--- src/rtl/idma_desc_submit_pkg.sv ---
// Shared types and constants for the iDMA descriptor submit arbiter.
// Holds the FSM encoding, the channel-ID width helper and the DESC_ADDR register offset.
package idma_desc_submit_pkg;

    typedef enum logic {
        IDLE  = 1'b0,
        WRITE = 1'b1
    } state_e;

    localparam logic [63:0] DESC_ADDR_OFFSET = 64'h0;

    function automatic int unsigned id_width(input int unsigned n);
        return (n > 1) ? $clog2(n) : 1;
    endfunction

endpackage

--- src/rtl/idma_desc_submit_arb_if.sv ---
// Channel-side submit handshake plus the frontend reg-bus port of the submit arbiter.
// slave is the arbiter's view; master is the view of whatever drives the channels and the reg bus.
interface idma_desc_submit_arb_if #(
    parameter int unsigned NumChan   = 4,
    parameter int unsigned AddrWidth = 64,
    parameter int unsigned DataWidth = 64
);
    logic [NumChan-1:0]           chan_valid_i;
    logic [NumChan*AddrWidth-1:0] chan_addr_i;
    logic [NumChan-1:0]           chan_ready_o;
    logic [NumChan-1:0]           chan_done_o;
    logic [NumChan-1:0]           chan_err_o;

    logic [AddrWidth-1:0]   reg_addr_o;
    logic                   reg_write_o;
    logic [DataWidth-1:0]   reg_wdata_o;
    logic [DataWidth/8-1:0] reg_wstrb_o;
    logic                   reg_valid_o;
    logic                   reg_ready_i;
    logic                   reg_error_i;

    modport slave (
        input  chan_valid_i, chan_addr_i, reg_ready_i, reg_error_i,
        output chan_ready_o, chan_done_o, chan_err_o,
               reg_addr_o, reg_write_o, reg_wdata_o, reg_wstrb_o, reg_valid_o
    );

    modport master (
        output chan_valid_i, chan_addr_i, reg_ready_i, reg_error_i,
        input  chan_ready_o, chan_done_o, chan_err_o,
               reg_addr_o, reg_write_o, reg_wdata_o, reg_wstrb_o, reg_valid_o
    );

endinterface

--- src/rtl/idma_desc_submit_id_fifo.sv ---
// In-order FIFO of channel IDs for chains in flight; head is readable combinationally.
// Push into a full FIFO is accepted only together with a pop; pop on empty is ignored.
module idma_desc_submit_id_fifo #(
    parameter int unsigned Depth = 4,
    parameter int unsigned Width = 2
) (
    input  logic                       clk,
    input  logic                       rst,
    input  logic                       push,
    input  logic [Width-1:0]           push_dat,
    input  logic                       pop,
    output logic [Width-1:0]           head_dat,
    output logic                       full,
    output logic                       empty,
    output logic [$clog2(Depth+1)-1:0] count
);
    localparam int unsigned CntW = $clog2(Depth + 1);
    localparam int unsigned PtrW = (Depth > 1) ? $clog2(Depth) : 1;

    logic [Width-1:0] mem [Depth];
    logic [PtrW-1:0]  wptr;
    logic [PtrW-1:0]  rptr;
    logic             push_ok;
    logic             pop_ok;

    assign full     = (count == CntW'(Depth));
    assign empty    = (count == '0);
    assign pop_ok   = pop & ~empty;
    // The pop frees the slot this push lands in, so full only blocks a lone push.
    assign push_ok  = push & (~full | pop_ok);
    assign head_dat = mem[rptr];

    always_ff @(posedge clk) begin
        if (push_ok) begin
            mem[wptr] <= push_dat;
        end
    end

    always_ff @(posedge clk) begin
        if (rst) begin
            wptr  <= '0;
            rptr  <= '0;
            count <= '0;
        end else begin
            if (push_ok) begin
                wptr <= (wptr == PtrW'(Depth - 1)) ? '0 : wptr + PtrW'(1);
            end
            if (pop_ok) begin
                rptr <= (rptr == PtrW'(Depth - 1)) ? '0 : rptr + PtrW'(1);
            end
            count <= count + CntW'(push_ok) - CntW'(pop_ok);
        end
    end

endmodule

--- src/rtl/idma_desc_submit_arb.sv ---
// Round-robin arbiter feeding chain heads from NumChan requesters into the desc64 DESC_ADDR register.
// Grant one cycle after valid, held on the reg bus until reg_ready_i; stops granting while MaxOutstanding chains are in flight.
module idma_desc_submit_arb
    import idma_desc_submit_pkg::*;
#(
    parameter int unsigned          NumChan        = 4,
    parameter int unsigned          AddrWidth      = 64,
    parameter int unsigned          DataWidth      = 64,
    parameter int unsigned          MaxOutstanding = 4,
    parameter logic [AddrWidth-1:0] DescAddrOffset = AddrWidth'(DESC_ADDR_OFFSET)
) (
    input  logic                                clk_i,
    input  logic                                rst_i,
    idma_desc_submit_arb_if.slave               bus,
    input  logic                                dma_done_i,
    output logic                                busy_o,
    output logic [$clog2(MaxOutstanding+1)-1:0] outstanding_o,
    output logic                                spurious_done_o
);
    localparam int unsigned IdW  = id_width(NumChan);
    localparam int unsigned CntW = $clog2(MaxOutstanding + 1);

    state_e               state_q;
    state_e               state_d;
    logic [IdW-1:0]       rr_q;
    logic [IdW-1:0]       grant_q;
    logic [AddrWidth-1:0] addr_q;

    logic                 pick_vld;
    logic [IdW-1:0]       pick_idx;
    logic [AddrWidth-1:0] pick_addr;
    logic [IdW:0]         scan_sum;
    logic [IdW-1:0]       scan_idx;

    logic                 fire;
    logic                 grant_ok;
    logic                 fifo_push;
    logic                 fifo_pop;
    logic                 fifo_full;
    logic                 fifo_empty;
    logic [IdW-1:0]       fifo_head;
    logic [CntW-1:0]      fifo_count;

    // First requesting channel at or after the round-robin pointer.
    always_comb begin
        pick_vld = 1'b0;
        pick_idx = '0;
        scan_sum = '0;
        scan_idx = '0;
        for (int k = 0; k < NumChan; k++) begin
            scan_sum = {1'b0, rr_q} + (IdW + 1)'(k);
            if (scan_sum >= (IdW + 1)'(NumChan)) begin
                scan_sum = scan_sum - (IdW + 1)'(NumChan);
            end
            scan_idx = scan_sum[IdW-1:0];
            if (!pick_vld && bus.chan_valid_i[scan_idx]) begin
                pick_vld = 1'b1;
                pick_idx = scan_idx;
            end
        end
    end

    always_comb begin
        pick_addr = '0;
        for (int k = 0; k < NumChan; k++) begin
            if (pick_idx == IdW'(k)) begin
                pick_addr = bus.chan_addr_i[k*AddrWidth +: AddrWidth];
            end
        end
    end

    assign fifo_pop  = dma_done_i & ~fifo_empty;
    assign fire      = (state_q == WRITE) & bus.reg_ready_i;
    assign fifo_push = fire & ~bus.reg_error_i;
    // A completion in the same cycle frees a slot, so a full tracker may still grant.
    assign grant_ok  = pick_vld & (~fifo_full | fifo_pop);

    always_ff @(posedge clk_i) begin
        if (rst_i) begin
            state_q <= IDLE;
        end else begin
            state_q <= state_d;
        end
    end

    always_comb begin
        state_d = state_q;
        case (state_q)
            IDLE:  if (grant_ok) state_d = WRITE;
            WRITE: if (bus.reg_ready_i) state_d = IDLE;
        endcase
    end

    always_comb begin
        bus.reg_valid_o  = 1'b0;
        bus.reg_write_o  = 1'b0;
        bus.reg_addr_o   = '0;
        bus.reg_wdata_o  = '0;
        bus.reg_wstrb_o  = '0;
        bus.chan_ready_o = '0;
        bus.chan_err_o   = '0;
        bus.chan_done_o  = '0;
        if (state_q == WRITE) begin
            bus.reg_valid_o = 1'b1;
            bus.reg_write_o = 1'b1;
            bus.reg_addr_o  = DescAddrOffset;
            bus.reg_wdata_o = DataWidth'(addr_q);
            bus.reg_wstrb_o = '1;
            if (bus.reg_ready_i) begin
                bus.chan_ready_o[grant_q] = 1'b1;
                bus.chan_err_o[grant_q]   = bus.reg_error_i;
            end
        end
        if (fifo_pop) begin
            bus.chan_done_o[fifo_head] = 1'b1;
        end
    end

    always_ff @(posedge clk_i) begin
        if (rst_i) begin
            rr_q    <= '0;
            grant_q <= '0;
            addr_q  <= '0;
        end else begin
            if ((state_q == IDLE) && grant_ok) begin
                grant_q <= pick_idx;
                addr_q  <= pick_addr;
            end
            if (fire) begin
                rr_q <= (grant_q == IdW'(NumChan - 1)) ? '0 : grant_q + IdW'(1);
            end
        end
    end

    idma_desc_submit_id_fifo #(
        .Depth (MaxOutstanding),
        .Width (IdW)
    ) u_id_fifo (
        .clk      (clk_i),
        .rst      (rst_i),
        .push     (fifo_push),
        .push_dat (grant_q),
        .pop      (fifo_pop),
        .head_dat (fifo_head),
        .full     (fifo_full),
        .empty    (fifo_empty),
        .count    (fifo_count)
    );

    assign busy_o          = (state_q != IDLE) | ~fifo_empty;
    assign outstanding_o   = fifo_count;
    assign spurious_done_o = dma_done_i & fifo_empty;

endmodule

--- src/flat_wrapper.sv ---
// flat-port wrapper written by rule: the top's interface ports become plain ports
module idma_desc_submit_arb_flat import idma_desc_submit_pkg::*;
#(
    parameter int unsigned          NumChan        = 4,
    parameter int unsigned          AddrWidth      = 64,
    parameter int unsigned          DataWidth      = 64,
    parameter int unsigned          MaxOutstanding = 4,
    parameter logic [AddrWidth-1:0] DescAddrOffset = AddrWidth'(DESC_ADDR_OFFSET)
)
  (clk_i, rst_i, dma_done_i, busy_o, outstanding_o, spurious_done_o, bus_chan_valid_i, bus_chan_addr_i, bus_reg_ready_i, bus_reg_error_i, bus_chan_ready_o, bus_chan_done_o, bus_chan_err_o, bus_reg_addr_o, bus_reg_write_o, bus_reg_wdata_o, bus_reg_wstrb_o, bus_reg_valid_o);
  idma_desc_submit_arb_if #(.NumChan(NumChan), .AddrWidth(AddrWidth), .DataWidth(DataWidth)) bus_i ();
  input  logic clk_i;
  input  logic rst_i;
  input  logic dma_done_i;
  output logic busy_o;
  output logic [$clog2(MaxOutstanding+1)-1:0] outstanding_o;
  output logic spurious_done_o;
  input wire logic [$bits(bus_i.chan_valid_i)-1:0] bus_chan_valid_i;
  input wire logic [$bits(bus_i.chan_addr_i)-1:0] bus_chan_addr_i;
  input wire logic [$bits(bus_i.reg_ready_i)-1:0] bus_reg_ready_i;
  input wire logic [$bits(bus_i.reg_error_i)-1:0] bus_reg_error_i;
  output wire logic [$bits(bus_i.chan_ready_o)-1:0] bus_chan_ready_o;
  output wire logic [$bits(bus_i.chan_done_o)-1:0] bus_chan_done_o;
  output wire logic [$bits(bus_i.chan_err_o)-1:0] bus_chan_err_o;
  output wire logic [$bits(bus_i.reg_addr_o)-1:0] bus_reg_addr_o;
  output wire logic [$bits(bus_i.reg_write_o)-1:0] bus_reg_write_o;
  output wire logic [$bits(bus_i.reg_wdata_o)-1:0] bus_reg_wdata_o;
  output wire logic [$bits(bus_i.reg_wstrb_o)-1:0] bus_reg_wstrb_o;
  output wire logic [$bits(bus_i.reg_valid_o)-1:0] bus_reg_valid_o;
  assign bus_i.chan_valid_i = bus_chan_valid_i;
  assign bus_i.chan_addr_i = bus_chan_addr_i;
  assign bus_i.reg_ready_i = bus_reg_ready_i;
  assign bus_i.reg_error_i = bus_reg_error_i;
  assign bus_chan_ready_o = bus_i.chan_ready_o;
  assign bus_chan_done_o = bus_i.chan_done_o;
  assign bus_chan_err_o = bus_i.chan_err_o;
  assign bus_reg_addr_o = bus_i.reg_addr_o;
  assign bus_reg_write_o = bus_i.reg_write_o;
  assign bus_reg_wdata_o = bus_i.reg_wdata_o;
  assign bus_reg_wstrb_o = bus_i.reg_wstrb_o;
  assign bus_reg_valid_o = bus_i.reg_valid_o;
  idma_desc_submit_arb #(.NumChan(NumChan), .AddrWidth(AddrWidth), .DataWidth(DataWidth), .MaxOutstanding(MaxOutstanding), .DescAddrOffset(DescAddrOffset)) u_core (.clk_i(clk_i), .rst_i(rst_i), .bus(bus_i), .dma_done_i(dma_done_i), .busy_o(busy_o), .outstanding_o(outstanding_o), .spurious_done_o(spurious_done_o));
endmodule
--- config.mk ---
export PLATFORM = sky130hd
export DESIGN_NAME = idma_desc_submit_arb_flat
export DESIGN_NICKNAME = d
export VERILOG_FILES = /design/src/rtl/idma_desc_submit_pkg.sv /design/src/rtl/idma_desc_submit_arb_if.sv /design/src/rtl/idma_desc_submit_id_fifo.sv /design/src/rtl/idma_desc_submit_arb.sv /design/src/flat_wrapper.sv
export SDC_FILE = /design/constraint.sdc
export NUM_CORES = 1
export LEC_CHECK = 0
export ABC_AREA = 1
export BUFFER_PORTS_ARGS = -buffer_cell sky130_fd_sc_hd__buf_2
export CAP_MARGIN = 10
export CORE_AREA = 2 2 164 166
export DETAILED_ROUTE_END_ITERATION = 12
export DIE_AREA = 0 0 166 168
export PLACE_DENSITY = 0.63
export SLEW_MARGIN = 15
export SYNTH_ARGS = -nofsm -noshare
export SYNTH_HDL_FRONTEND = slang
export SYNTH_SLANG_ARGS = --single-unit
--- constraint.sdc ---
create_clock -name clk_i -period 2.3 [get_ports clk_i]
set_input_delay 0.46 -clock clk_i [delete_from_list [all_inputs] [get_ports clk_i]]
set_output_delay 0.46 -clock clk_i [all_outputs]
set_load 0.005 [all_outputs]
Word-level counts from Yosys, hierarchy flattened
Memory sizes are Yosys's and may differ from the RTL's. A register that Yosys moved wholly into a read port is not among the register bits.
Index checks and enable logic that the tools add are counted.
Storage, ports and cells
  bits in latches: 0
  memory bits (writable): 8
  output and inout bits: 155
  memory bits (read-only): 0
  logic and storage cells: 111
  bits in registers: 76
  memories kept: 1
  input port bits: 265
Memory list
  u_core.u_id_fifo.mem: words 4, width 2, rd ports 1, clocked after memory_dff 1, wr ports 1, RTL line idma_desc_submit_id_fifo.sv:20  | logic [Width-1:0] mem [Depth];
Operators by class
  reduce and logical (&&, ||, !) cells: 11
  multiplexer cells: 46
  bitwise logic cells: 15
  equality and inequality tests: 7
  add/subtract/negate cells: 12
  magnitude comparators: 12
  div/mod/pow operators: 0
  shifts and indexed selects: 0
  $mul: 0
Operators by type and width (count)
  2-to-1 mux 64 bit: 5
  2-to-1 mux 2 bit: 13
  2-to-1 mux 4 bit: 5
  < comparator 2 x 3 -> 1 bit (second input constant): 6
  2-to-1 mux 1 bit: 15
  equality test 2 bit (second input constant): 5
  >= comparator 3 bit (second input constant): 3
  binary-select mux 1 bit (select 2 bit): 4
  2-to-1 mux 8 bit: 1
  subtractor 2 x 1 -> 2 bit (second input constant): 4
  AND 1 bit: 7
  adder 2 x 1 -> 2 bit (second input constant): 3
  adder 2 x 2 -> 3 bit (second input constant): 2
  logical AND 1 bit: 6
  AND 4 bit: 1
  demux 1 bit (select 2 bit): 2
  >= comparator 2 x 1 -> 1 bit (second input constant): 2
  NOT 1 bit: 4
  adder 2 x 1 -> 3 bit (second input constant): 1
  adder 3 x 1 -> 3 bit: 1
  equality test 3 bit (second input constant): 1
  >= comparator 2 x 3 -> 1 bit (second input constant): 1
  zero test 1 bit: 3
  zero test 3 bit: 1
  other kinds (5): 7

Depth between registers and ports, before layout
Gate-level depths: netlist of run 1.
  depth in word-level cells: 19
  gate-level depth with buffers: 16
  gate-level depth less buffers: 15

Hierarchy
A second synthesis of run 1 with hierarchy kept.
Unflattened totals
  cell total of the unflattened synthesis: 1222
  area, all modules: 7136.8 µm²
By module, submodules not included
  idma_desc_submit_arb: area an instance 6316.1 µm², times used 1, seq. area each 1381.3 µm², cells an instance 1132
  idma_desc_submit_id_fifo: area an instance 820.8 µm², times used 1, seq. area each 420.4 µm², cells an instance 90

Worst setup path after synthesis of run 1
OpenSTA, ideal clock, no wires.
  path kind: register -> register
  start: register u_core.state_q
  end: register u_core.u_id_fifo.count[2]
  setup time: 0.128 ns
  setup slack: 0.061 ns
  stages on the path, launching flop included: 10
  arrival time: 2.111 ns
  buffers on the path: 0
  data required time: 2.172 ns
  period minus slack after synthesis: 2.239 ns
  cells stage by stage: dfxtp_1 > nand2_1 > nor3_1 > clkinv_1 > ha_1 > inv_1 > ha_1 > fa_1 > xor2_1 > nor2_1
On the way
  cells in the longest elaborated chain, start to end: 5
Ends and longest elaborated chain
  start, declared: RTL line idma_desc_submit_arb.sv:23  | state_e state_q;
  start signal, assigned: RTL line idma_desc_submit_arb.sv:82  | state_q <= state_d;
  AND 1 bit: RTL line idma_desc_submit_arb.sv:73  | assign fire = (state_q == WRITE) & bus.reg_ready_i;
  AND 1 bit: RTL line idma_desc_submit_arb.sv:74  | assign fifo_push = fire & ~bus.reg_error_i;
  AND 1 bit: RTL line idma_desc_submit_id_fifo.sv:30  | assign push_ok = push & (~full | pop_ok);
  adder 3 x 1 -> 3 bit: RTL line idma_desc_submit_id_fifo.sv:51  | count <= count + CntW'(push_ok) - CntW'(pop_ok);
  subtractor 3 x 1 -> 3 bit: RTL line idma_desc_submit_id_fifo.sv:51
  end signal, assigned: RTL line idma_desc_submit_id_fifo.sv:51
  end, declared: RTL line idma_desc_submit_id_fifo.sv:15  | output logic [$clog2(Depth+1)-1:0] count
No other way between the ends.
A chain may end at the register's enable or synchronous reset.

Final worst setup path of run 1
  start: register u_core.rr_q[0]
  end: register u_core.addr_q[33]
On the way
  cells in the longest elaborated chain, start to end: 19
  elaborated cells on any way between the ends: 47
  classes of those cells: 7 x add/sub; 4 x order compare; 3 x eq/ne; 24 x mux; 1 x bitwise; 8 x reduce/logical
Ends and longest elaborated chain
  start, declared: RTL line idma_desc_submit_arb.sv:25  | logic [IdW-1:0] rr_q;
  start signal, assigned: RTL line idma_desc_submit_arb.sv:130  | rr_q <= (grant_q == IdW'(NumChan - 1)) ? '0 : grant_q + IdW'(1);
  parallel branches: the longest is 19 deep, another holds adder 2 x 1 -> 3 bit
  end signal, assigned: RTL line idma_desc_submit_arb.sv:127  | addr_q <= pick_addr;
  end, declared: RTL line idma_desc_submit_arb.sv:27  | logic [AddrWidth-1:0] addr_q;
Several ways; the timed one is not identified. The select of a mux whose other input is x is not followed.

==> flow_metrics.env, run 1 <==
export IMPL_grt_use_total_pct=16.7
export IMPL_synthFlopType="dfxtp_1"
export IMPL_cts_root_buf="clkbuf_16"
export IMPL_dr_wl_met3_um=1740
export IMPL_finalWirelength_um=26100
export IMPL_slew_viol_final=0
export IMPL_finalSetupTns_ns=0
export IMPL_multiInputGateArea_um2=3950
export IMPL_tritoncts="done"
export IMPL_hold_buffers=0
export IMPL_cellLeakagePower_uw=0.00619
export IMPL_synth_cells=1302
export IMPL_rr_worst_depth=16
export IMPL_synth_edf_count=8
export IMPL_dieWidth_um=166
export IMPL_grt_pass1_vias=7689
export IMPL_syn_to_final_growth_pct=37.2
export IMPL_fin_util_pct=37.6
export IMPL_grt_max_degree=76
export IMPL_avgSynthCellArea_um2=5.55
export IMPL_critPathLaunchType="flop"
export IMPL_min_from="bus_chan_addr_i[236]"
export IMPL_fill_cells=2980
export IMPL_highest_layer="met5"
export IMPL_die_h_um=168
export IMPL_dr_pass1_iters=5
export IMPL_min_to="u_core.addr_q[44]"
export IMPL_skew_ns=0.0119
export IMPL_fp_dieArea_um2=27900
export IMPL_route_detailed_drc=0
export IMPL_finalInstanceArea_um2=9920
export IMPL_ys_warnings_count=0
export IMPL_reg2reg_slack_ns=0.06
export IMPL_initial_core_util_pct=27.4
export IMPL_hold_viol=0
export IMPL_regArea_um2=1810
export IMPL_drive_gt1_share_pct=29.6
export IMPL_crit_path_max_fanout=9
export IMPL_finalNonFillerCells=1998
export IMPL_finalCriticalPeriod_ns=2.24
export IMPL_wl_met2_um=12800
export IMPL_fp_row_count=60
export IMPL_gp_congestion=0.877
export IMPL_ys_ff_latch=86
export IMPL_wirelength_met1_um=11000
export IMPL_avgRoutedWirePerCell_um=13.0
export IMPL_finalPower_uw=9200
export IMPL_antenna_left=0
export IMPL_syn_cell_area_um2=7230
export IMPL_clock_sinks=86
export IMPL_fmaxAchievable_mhz=447
export IMPL_antenna_found_initial=5
export IMPL_viasPerCell=4.32
export IMPL_min_path_type="in2reg"
export IMPL_layout_nets=1928
export IMPL_io_pins=420
export IMPL_r2r_end="u_core.addr_q[33]"
export IMPL_clkLatencyLatePin_ns=0.35
export IMPL_layout_commonest_cell="nand2_1"
export IMPL_synth_distinct_cells=35
export IMPL_h_tree_depth=3
export IMPL_dpl_cell_area_um2=9250
export IMPL_layout_common_cells="397 x nand2_1, 355 x buf_2, 246 x inv_1, 142 x nor2_1, 111 x nand3_1"
export IMPL_maxCapViolations=0
export IMPL_crit_type="reg2reg"
export IMPL_status="completed"
export IMPL_tightest_slew_ns=0.707
export IMPL_numCtsBuffers=9
export IMPL_clk_pin_slew_worst_paths_ns=0.08
export IMPL_rsz0062_at_grt="yes"
export IMPL_p_per_area_nw_per_um2=927
export IMPL_vias=8637
export IMPL_arrival_ns=2.43
export IMPL_dp_hpwl_um=18800
export IMPL_drt_initial_drc_count=331
export IMPL_fin_crit_sh_pct=97.3
export IMPL_finalSetupViolations=0
export IMPL_portBuffers=355
export IMPL_ys_async_sr_fraction_pct=0
export IMPL_whs_path_depth=4
export IMPL_vdd_ir_drop_worst_v=0.000556
export IMPL_maxSlewHeadroom_pct=52.8
export IMPL_grt_overflow=0
export IMPL_reg2reg_from="u_core.rr_q[0]"
export IMPL_grt_pass1_wl_um=37700
export IMPL_clock_path_buffers=2
export IMPL_dp_cells=1968
export IMPL_yosysSeqAreaShare_pct=24.9
export IMPL_crit_required_ns=2.50
export IMPL_core_area_um2=26400
export IMPL_end_kind="flop"
## synthesized netlist by cell type, types with 5 or more instances
cell / number / area (um^2)
nand2_1: 412 / 1550
inv_1: 247 / 927
nor2_1: 151 / 567
nand3_1: 118 / 591
buf_4: 81 / 608
dfxtp_1: 78 / 1560
a21oi_1: 65 / 325
o21ai_0: 25 / 125
clkbuf_1: 23 / 86.3
buf_2: 21 / 105
ha_1: 11 / 138
or2_2: 11 / 68.8
edfxtp_1: 8 / 240
nor3_1: 8 / 40.0
buf_1: 7 / 26.3
buf_6: 6 / 67.6
inv_2: 5 / 18.8
## per-stage QoR
stage / hold WS, ns / setup slack, ns
4_1_cts: 0.398 / 0.0443
3_3_place_gp: 0.453 / -0.0494
5_1_grt: 0.422 / -0.0347
3_5_place_dp: 0.456 / -0.0814
6_report: 0.412 / 0.0617
2_1_floorplan: 0.444 / 0.0610
## worst max-delay path by stage
stage                     slack [ns]                 from                   endpoint
after global placement         -0.05  bus_chan_valid_i[1]          u_core.addr_q[61]
after global routing           -0.03       u_core.rr_q[0]          u_core.addr_q[25]
after CTS                       0.04       u_core.rr_q[1]          u_core.addr_q[42]
final                           0.06       u_core.rr_q[0]          u_core.addr_q[33]
after floorplan                 0.06       u_core.state_q  u_core.u_id_fifo.count[2]
after detailed placement       -0.08  bus_chan_valid_i[1]           u_core.addr_q[5]
## power breakdown
part | internal (uW) | switching [uW]
clock | 746 | 681
combinational | 2240 | 3230
sequential | 2020 | 280
total | 5010 | 4190
## flip-flops by register name (all words and copies together), names as in the netlist, named ones only
register and cells:
u_core.addr_q 64, u_core.u_id_fifo.mem 8, u_core.u_id_fifo.count 3, u_core.grant_q 2, u_core.rr_q 2, u_core.u_id_fifo.rptr 2
u_core.u_id_fifo.wptr 2, u_core.state_q 1
## kinds of logic (layout without fill, tap and decap cells)
family | after synthesis | count (layout) | synth area share (%)
and+or+nand+nor | 710 | 710 | 39.9
adders and majority gates | 12 | 12 | 2.18
xor gates and xnor gates | 2 | 2 | 0.242
buffers and inverters | 392 | 683 | 25.5
DFF | 86 | 86 | 24.9
other | 1 | 65 | 0.0519
AOI/OAI and AO/OA | 99 | 99 | 7.18
## timing repair
item                                    in CTS  in global routing
endpoints found under the setup margin       7                 64
buffers inserted                             0                  6
resized for setup                            2                 55
cloned                                       0                  7
pin swaps                                    0                 22
## worst max-delay path: stages (launching register included)
cell and delay [ns]:
dfxtp_4 0.38, buf_6 0.12, nand2_1 0.07, nand2_2 0.07
nand2_2 0.09, inv_2 0.04, a21boi_2 0.16, nand2_1 0.11
nor2_4 0.22, nor2_4 0.05, buf_12 0.14, clkbuf_16 0.16
buf_4 0.14, nor2_1 0.08, nand3_1 0.10, nand2_1 0.08
a21oi_1 0.05
## metal layers
metal  vias up  global-route usage, %
met5         -                      0
met4         4                   4.42
met3        28                   3.83
met2       353                   30.2
met1      3826                   19.8
li1       4426                      -
## area by class of cell
cell class / instances / share of cell area (%)
Multi-Input combinational cell: 887 / 39.9
Timing Repair Buffer: 413 / 25.1
Sequential cell: 86 / 18.2
Inverter: 254 / 9.72
Tap cell: 341 / 4.30
Clock buffer: 10 / 2.31
Clock inverter: 6 / 0.479
Antenna cell: 1 / 0.0252
Note: power is estimated with default switching activity, not from simulation.
==> run 2: changes to the inputs <==
--- a/config.mk
+++ b/config.mk
@@ -5,13 +5,12 @@
 export SDC_FILE = /design/constraint.sdc
 export NUM_CORES = 1
 export LEC_CHECK = 0
-export ABC_AREA = 1
 export BUFFER_PORTS_ARGS = -buffer_cell sky130_fd_sc_hd__buf_2
 export CAP_MARGIN = 10
-export CORE_AREA = 2 2 164 166
+export CORE_AREA = 2 2 162 164
 export DETAILED_ROUTE_END_ITERATION = 12
-export DIE_AREA = 0 0 166 168
-export PLACE_DENSITY = 0.63
+export DIE_AREA = 0 0 164 166
+export PLACE_DENSITY = 0.64
 export SLEW_MARGIN = 15
 export SYNTH_ARGS = -nofsm -noshare
 export SYNTH_HDL_FRONTEND = slang
==> run 2 against run 1 <==
Net effect:
- sequential cell count unchanged
- sequential power is 10% lower
- critical path type unchanged
- fmax is 3.0% higher
- synthesized area fell by 1.9%
- first-iteration DRC count rose by 68%
- power shrank 31%
- non-clock buffer count fell by 18
==> flow_metrics.env, run 2 <==
export IMPL_dp_hpwl_um=21000
export IMPL_regMostFlops="u_core.addr_q"
export IMPL_grt_overflow=0
export IMPL_clock_sinks=86
export IMPL_synth_common_cells="133 x nand2_1, 128 x a211oi_1, 78 x dfxtp_1"
export IMPL_drive_gt1_share_pct=34.7
export IMPL_ys_ff_latch=86
export IMPL_fin_util_pct=36.6
export IMPL_reg2reg_slack_ns=0.13
export IMPL_min_from="bus_chan_addr_i[48]"
export IMPL_dr_pass1_iters=5
export IMPL_vdd_ir_drop_worst_v=0.000493
export IMPL_grt_max_degree=77
export IMPL_cts_resized_gates=0
export IMPL_critPathLaunchType="flop"
export IMPL_cellLeakagePower_uw=0.00447
export IMPL_hold_viol=0
export IMPL_yosysSeqAreaShare_pct=25.4
export IMPL_syn_to_final_growth_pct=32.4
export IMPL_route_detailed_drc=0
export IMPL_grt_use_total_pct=20.6
export IMPL_finalCriticalPeriod_ns=2.17
export IMPL_antenna_found_initial=3
export IMPL_hold_buffers=0
export IMPL_avgSynthCellArea_um2=7.48
export IMPL_layout_nets=1513
export IMPL_finalNonFillerCells=1577
export IMPL_crit_path_max_fanout=5
export IMPL_antenna_left=0
export IMPL_synth_edf_count=8
export IMPL_p_per_area_nw_per_um2=672
export IMPL_status="completed"
export IMPL_dieWidth_um=164
export IMPL_rr_worst_depth=10
export IMPL_fmaxAchievable_mhz=460
export IMPL_fp_dieArea_um2=27200
export IMPL_post_cts_buffers=0
export IMPL_ys_warnings_count=0
export IMPL_synth_most_common_cell="nand2_1"
export IMPL_layout_commonest_cell="buf_2"
export IMPL_top_regs="u_core.addr_q: 64 flops, u_core.u_id_fifo.mem: 8 flops, u_core.u_id_fifo.count: 3 flops"
export IMPL_clkLatencyLatePin_ns=0.35
export IMPL_vias=8332
export IMPL_worst_slack_ns=0.127
export IMPL_portBuffers=355
export IMPL_avgRoutedWirePerCell_um=18.6
export IMPL_r2r_end="u_core.u_id_fifo.count[2]"
export IMPL_gp_congestion=0.860
export IMPL_yosysTopAreaCellShare_pct=22.0
export IMPL_grt_pass1_wl_um=43800
export IMPL_clock_path_buffers=2
export IMPL_dp_cells=1560
export IMPL_cts_root_buf="clkbuf_16"
export IMPL_skew_ns=0.0178
export IMPL_viasPerCell=5.28
export IMPL_initial_core_util_pct=27.7
export IMPL_ys_top_cells_by_area="dfxtp_1 22%, a211oi_1 14%, buf_4 7.9%"
export IMPL_numCtsBuffers=9
export IMPL_synth_distinct_cells=42
export IMPL_h_tree_depth=3
export IMPL_min_to="u_core.addr_q[48]"
export IMPL_fp_row_count=59
export IMPL_layout_common_cells="355 x buf_2, 132 x nand2_1, 128 x a211oi_1, 76 x dfxtp_1"
export IMPL_io_pins=420
export IMPL_clk_pin_slew_worst_paths_ns=0.08
export IMPL_ys_async_sr_fraction_pct=0
export IMPL_end_kind="flop"
export IMPL_worstSetupStartpoint="u_core.u_id_fifo.count[0]"
export IMPL_synth_area_leader_cell="dfxtp_1"
export IMPL_maxCapViolations=0
export IMPL_core_area_um2=25600
export IMPL_synth_cells=948
export IMPL_crit_type="reg2reg"
export IMPL_reg2reg_from="u_core.u_id_fifo.count[0]"
export IMPL_crit_required_ns=2.52
export IMPL_drt_initial_drc_count=557
export IMPL_fin_crit_sh_pct=94.5
export IMPL_finalWirelength_um=29300
export IMPL_die_h_um=166
export IMPL_arrival_ns=2.40
export IMPL_synthFlopType="dfxtp_1"
export IMPL_whs_path_depth=3
export IMPL_largest_reg_flops=64
export IMPL_min_path_type="in2reg"
export IMPL_pre_cts_ws_ns=-0.0567
export IMPL_fill_cells=2765
export IMPL_slew_viol_final=0
export IMPL_finalSetupViolations=0
export IMPL_grt_pass1_vias=7997
export IMPL_syn_cell_area_um2=7090
export IMPL_tritoncts="done"
==> run 2: cell count changes after synthesis, moves of 7 or more <==
cell,before,now
nand2_1,412,133
inv_1,247,12
a211oi_1,2,128
nand3_1,118,0
nor2_1,151,73
and2_1,0,73
and3_1,1,70
a311oi_1,0,64
o211ai_1,1,64
a21oi_1,65,9
clkbuf_1,23,74
o21ai_0,25,1
or2_2,11,1
buf_2,21,28
==> run 2: cell families (layout without fill, tap and decap cells) <==
logic type	count (synthesis)	after routing	share of synthesized area [%]
muxes	6	6	1.20
buffers and inverters	193	423	14.8
AOI/OAI and AO/OA	276	276	30.3
adders and majority gates	12	12	2.22
other	1	65	0.0529
and+or+nand+nor	372	372	25.8
xor gates and xnor gates	2	2	0.247
DFF	86	86	25.4
==> run 2: report_power, final <==
part,leakage [uW],switching [uW],internal [uW]
clock network,0.000147,745,769
logic,0.00360,1550,1190
registers,0.000722,218,1840
total,0.00447,2520,3790
==> run 2: cell type report <==
type | instances | area (um^2) | share of cell area (%)
Antenna cell | 1 | 2.50 | 0.0267
Sequential cell | 86 | 1810 | 19.2
Inverter | 12 | 45.0 | 0.480
Tap cell | 335 | 419 | 4.47
Clock buffer | 9 | 225 | 2.40
Timing Repair Buffer | 395 | 2260 | 24.1
Clock inverter | 7 | 73.8 | 0.786
Multi-Input combinational cell | 732 | 4550 | 48.5
==> run 2: how the worst max path moves through the flow <==
stage	to	slack, ns	cells past startpoint
2_1_floorplan	u_core.u_id_fifo.count[2]	0.005	11
3_3_place_gp	u_core.u_id_fifo.count[2]	-0.06	11
3_5_place_dp	u_core.u_id_fifo.count[2]	-0.06	11
4_1_cts	u_core.u_id_fifo.count[2]	0.09	10
5_1_grt	u_core.u_id_fifo.count[2]	-0.004	10
6_report	u_core.u_id_fifo.count[2]	0.13	10
==> run 2: worst max-delay path: stages, from the launching register on <==
cell     delay (ns)
dfxtp_1        0.50
nor4b_4        0.09
nor3_4         0.14
inv_1          0.07
ha_1           0.27
inv_1          0.04
ha_1           0.18
fa_1           0.39
xnor2_1        0.19
xnor2_1        0.14
nor2_1         0.05
==> run 2: metrics by stage <==
stage	setup TNS, ns	cell area (um^2)	hold WS, ns	power (uW)
6_report	0	9390	0.362	6310
5_1_grt	-0.00403	9390	0.363	6750
4_1_cts	0	9370	0.348	6350
3_5_place_dp	-0.0567	9070	0.488	4810
3_3_place_gp	-0.0624	9070	0.471	4770
2_1_floorplan	0	7350	0.454	3760
==> run 2: metal layers <==
metal	track usage (%)	share of wire, %	vias up
met5	0	0	-
met4	8.50	3.3	0
met3	3.97	9.0	57
met2	33.7	47	490
met1	26.5	40	3875
li1	-	-	3910
==> run 3: changes to the inputs <==
==> constraint.sdc (replaced) <==
create_clock -name clk_i -period 1.8 [get_ports clk_i]
set_input_delay 0.36 -clock clk_i [delete_from_list [all_inputs] [get_ports clk_i]]
set_output_delay 0.36 -clock clk_i [all_outputs]
set_load 0.005 [all_outputs]
==> run 3 against run 2 <==
Net effect:
- the flow now finishes with violations (setup timing)
- worst hold slack got worse by 0.092 ns
- clock skew is 0.0065 ns lower
- core utilization grew 6.8 points
- combinational power is 110% higher
- die area did not move
- register-to-register slack worse by 0.33 ns
- via count rose by 6.3%
- clock-buffer cell count stayed put
- setup slack worse by 0.33 ns
- sequential power up 29%
- first-iteration DRC count up 35%
- critical endpoint is now u_core.addr_q[31]
==> flow_metrics.env, run 3 (same netlist as run 2, synthesis figures left out) <==
export IMPL_grt_pass1_wl_um=49600
export IMPL_r2r_end="u_core.addr_q[31]"
export IMPL_whs_path_depth=3
export IMPL_fin_crit_sh_pct=111
export IMPL_layout_nets=1578
export IMPL_h_tree_depth=3
export IMPL_core_area_um2=25600
export IMPL_maxSlewHeadroom_pct=64.5
export IMPL_dieWidth_um=164
export IMPL_numCtsBuffers=9
export IMPL_clock_path_buffers=2
export IMPL_grt_use_total_pct=23.7
export IMPL_p_switching_uw=4070
export IMPL_vdd_ir_drop_worst_v=0.000613
export IMPL_crit_path_max_incr_delay_ns=0.47
export IMPL_viasPerCell=5.40
export IMPL_violations="setup timing"
export IMPL_portBuffers=355
export IMPL_grt_pass1_vias=8496
export IMPL_regMostFlops="u_core.addr_q"
export IMPL_crit_path_max_fanout=6
export IMPL_finalPower_uw=10500
export IMPL_largest_reg_flops=64
export IMPL_syn_to_final_growth_pct=56.9
export IMPL_hold_viol=0
export IMPL_fp_dieArea_um2=27200
export IMPL_rsz0062_at_grt="yes"
export IMPL_fmaxAchievable_mhz=500
export IMPL_slew_viol_final=0
export IMPL_gp_congestion=0.825
export IMPL_io_pins=420
export IMPL_maxCapViolations=0
export IMPL_crit_path_cell_trace="nor4b_4 -> buf_4 -> or3_4 -> buf_8 -> buf_12 -> buf_16 -> a211oi_2 -> a311oi_1"
export IMPL_pre_cts_ws_ns=-0.368
export IMPL_antenna_left=0
export IMPL_fin_util_pct=43.4
export IMPL_clock_sinks=86
export IMPL_grt_max_degree=77
export IMPL_drt_initial_drc_count=754
export IMPL_top_regs="u_core.addr_q: 64 flops, u_core.u_id_fifo.mem: 8 flops, u_core.u_id_fifo.count: 3 flops"
export IMPL_finalWirelength_um=35000
export IMPL_clkLatencyLatePin_ns=0.35
export IMPL_status="finished with violations"
export IMPL_cts_root_buf="clkbuf_16"
export IMPL_tightest_slew_ns=0.530
export IMPL_layout_common_cells="349 x buf_2, 132 x nand2_1, 70 x dfxtp_1, 69 x and2_1, 65 x and3_1"
export IMPL_layout_commonest_cell="buf_2"
export IMPL_crit_type="reg2reg"
export IMPL_hold_slack_ns=0.270
export IMPL_worst_slack_ns=-0.202
export IMPL_min_to="u_core.addr_q[52]"
export IMPL_dp_cells=1590
export IMPL_pwr_share_seq_pct=25.2
export IMPL_initial_core_util_pct=27.7
export IMPL_p_per_area_nw_per_um2=944
export IMPL_rr_worst_depth=8
export IMPL_critPathLaunchType="flop"
export IMPL_hold_buffers=0
export IMPL_p_int_uw=6440
export IMPL_drive_gt1_share_pct=45.9
export IMPL_route_detailed_drc=0
export IMPL_crit_required_ns=2.02
export IMPL_comb_power_share_pct=54.1
export IMPL_avgRoutedWirePerCell_um=21.3
export IMPL_swShare_pct=38.7
export IMPL_dp_hpwl_um=21400
export IMPL_antenna_found_initial=2
export IMPL_cellLeakagePower_uw=0.00513
export IMPL_min_path_type="in2reg"
export IMPL_die_h_um=166
export IMPL_arrival_ns=2.23
export IMPL_min_from="bus_chan_addr_i[52]"
export IMPL_dr_pass1_iters=6
export IMPL_reg2reg_slack_ns=-0.20
export IMPL_finalCriticalPeriod_ns=2.00
export IMPL_power_share_clock_pct=20.7
export IMPL_vias=8860
export IMPL_reg2reg_from="u_core.u_id_fifo.count[2]"
export IMPL_finalNonFillerCells=1642
export IMPL_end_kind="flop"
export IMPL_fp_row_count=59
export IMPL_fill_cells=2576
export IMPL_clk_pin_slew_worst_paths_ns=0.08
export IMPL_cp_slowest_cell="or3_4"
export IMPL_tritoncts="done"
export IMPL_skew_ns=0.0113
export IMPL_finalSetupViolations=71
export IMPL_grt_overflow=0
## run 3: changes by cell type in the layout (fill, tap and decap cells not counted), sizes merged
cell,previous run,this run
clkinvlp,0,2
inv,15,14
buf,395,454
clkbuf,9,15
clkinv,4,1
bufinv,0,2
## run 3: power groups by stage
stage	clock (uW)	sequential, uW	combinational (uW)
2_1_floorplan	0	2600	2270
3_3_place_gp	0	2630	3740
3_5_place_dp	0	2650	3790
4_1_cts	2220	2610	5340
5_1_grt	2300	2690	6050
6_report	2170	2650	5690
## run 3: repair_timing
| action | 4_1_cts | 5_1_grt |
|---|---|---|
| cloned | 15 | 6 |
| endpoints found under the setup margin | 129 | 76 |
| pin swaps | 58 | 33 |
| gates resized for setup | 120 | 49 |
| buffers inserted | 20 | 9 |
## run 3: final cells by class
class	count	area (um^2)	share of cell area, %
multi-input cells	732	5100	45.8
clock inverters	7	104	0.933
clock buffers	9	225	2.02
well taps	335	419	3.77
repair buffers	460	3410	30.7
inverters	12	45.0	0.405
flip-flops and latches	86	1820	16.4
diodes	1	2.50	0.0225
## run 3: per-layer routing
metal / part of all wire [%] / GRT usage (%) / up-vias
li1: - / - / 4044
met1: 41 / 31.6 / 4225
met2: 48 / 38.2 / 527
met3: 8.5 / 4.20 / 64
met4: 2.6 / 8.70 / 0
met5: 0 / 0 / -
## run 3: worst max-delay path, delay by kind of cell (launching register included)
family / cells / cell delay (ns)
buffers and inverters: 4 / 0.59
AOI/OAI and AO/OA: 2 / 0.30
and+or+nand+nor: 2 / 0.62
DFF: 1 / 0.36
## run 3: how the worst max path moves through the flow
stage / depth (start not counted) / from / end
after floorplan: 11 / u_core.state_q / u_core.u_id_fifo.count[2]
final: 8 / u_core.u_id_fifo.count[2] / u_core.addr_q[31]
after global routing: 10 / u_core.u_id_fifo.count[1] / u_core.u_id_fifo.count[2]
after global placement: 11 / dma_done_i / u_core.u_id_fifo.count[2]
after detailed placement: 9 / dma_done_i / u_core.u_id_fifo.count[1]
after CTS: 8 / u_core.u_id_fifo.count[1] / u_core.u_id_fifo.count[1]
## run 3: through the flow
step                      cell area [um^2]  setup TNS [ns]
after global routing                 11100           -9.96
after floorplan                       7390          -0.629
after CTS                            10800           -5.55
after detailed placement              9450          -13.31
after global placement                9450          -10.12
final                                11100           -6.55
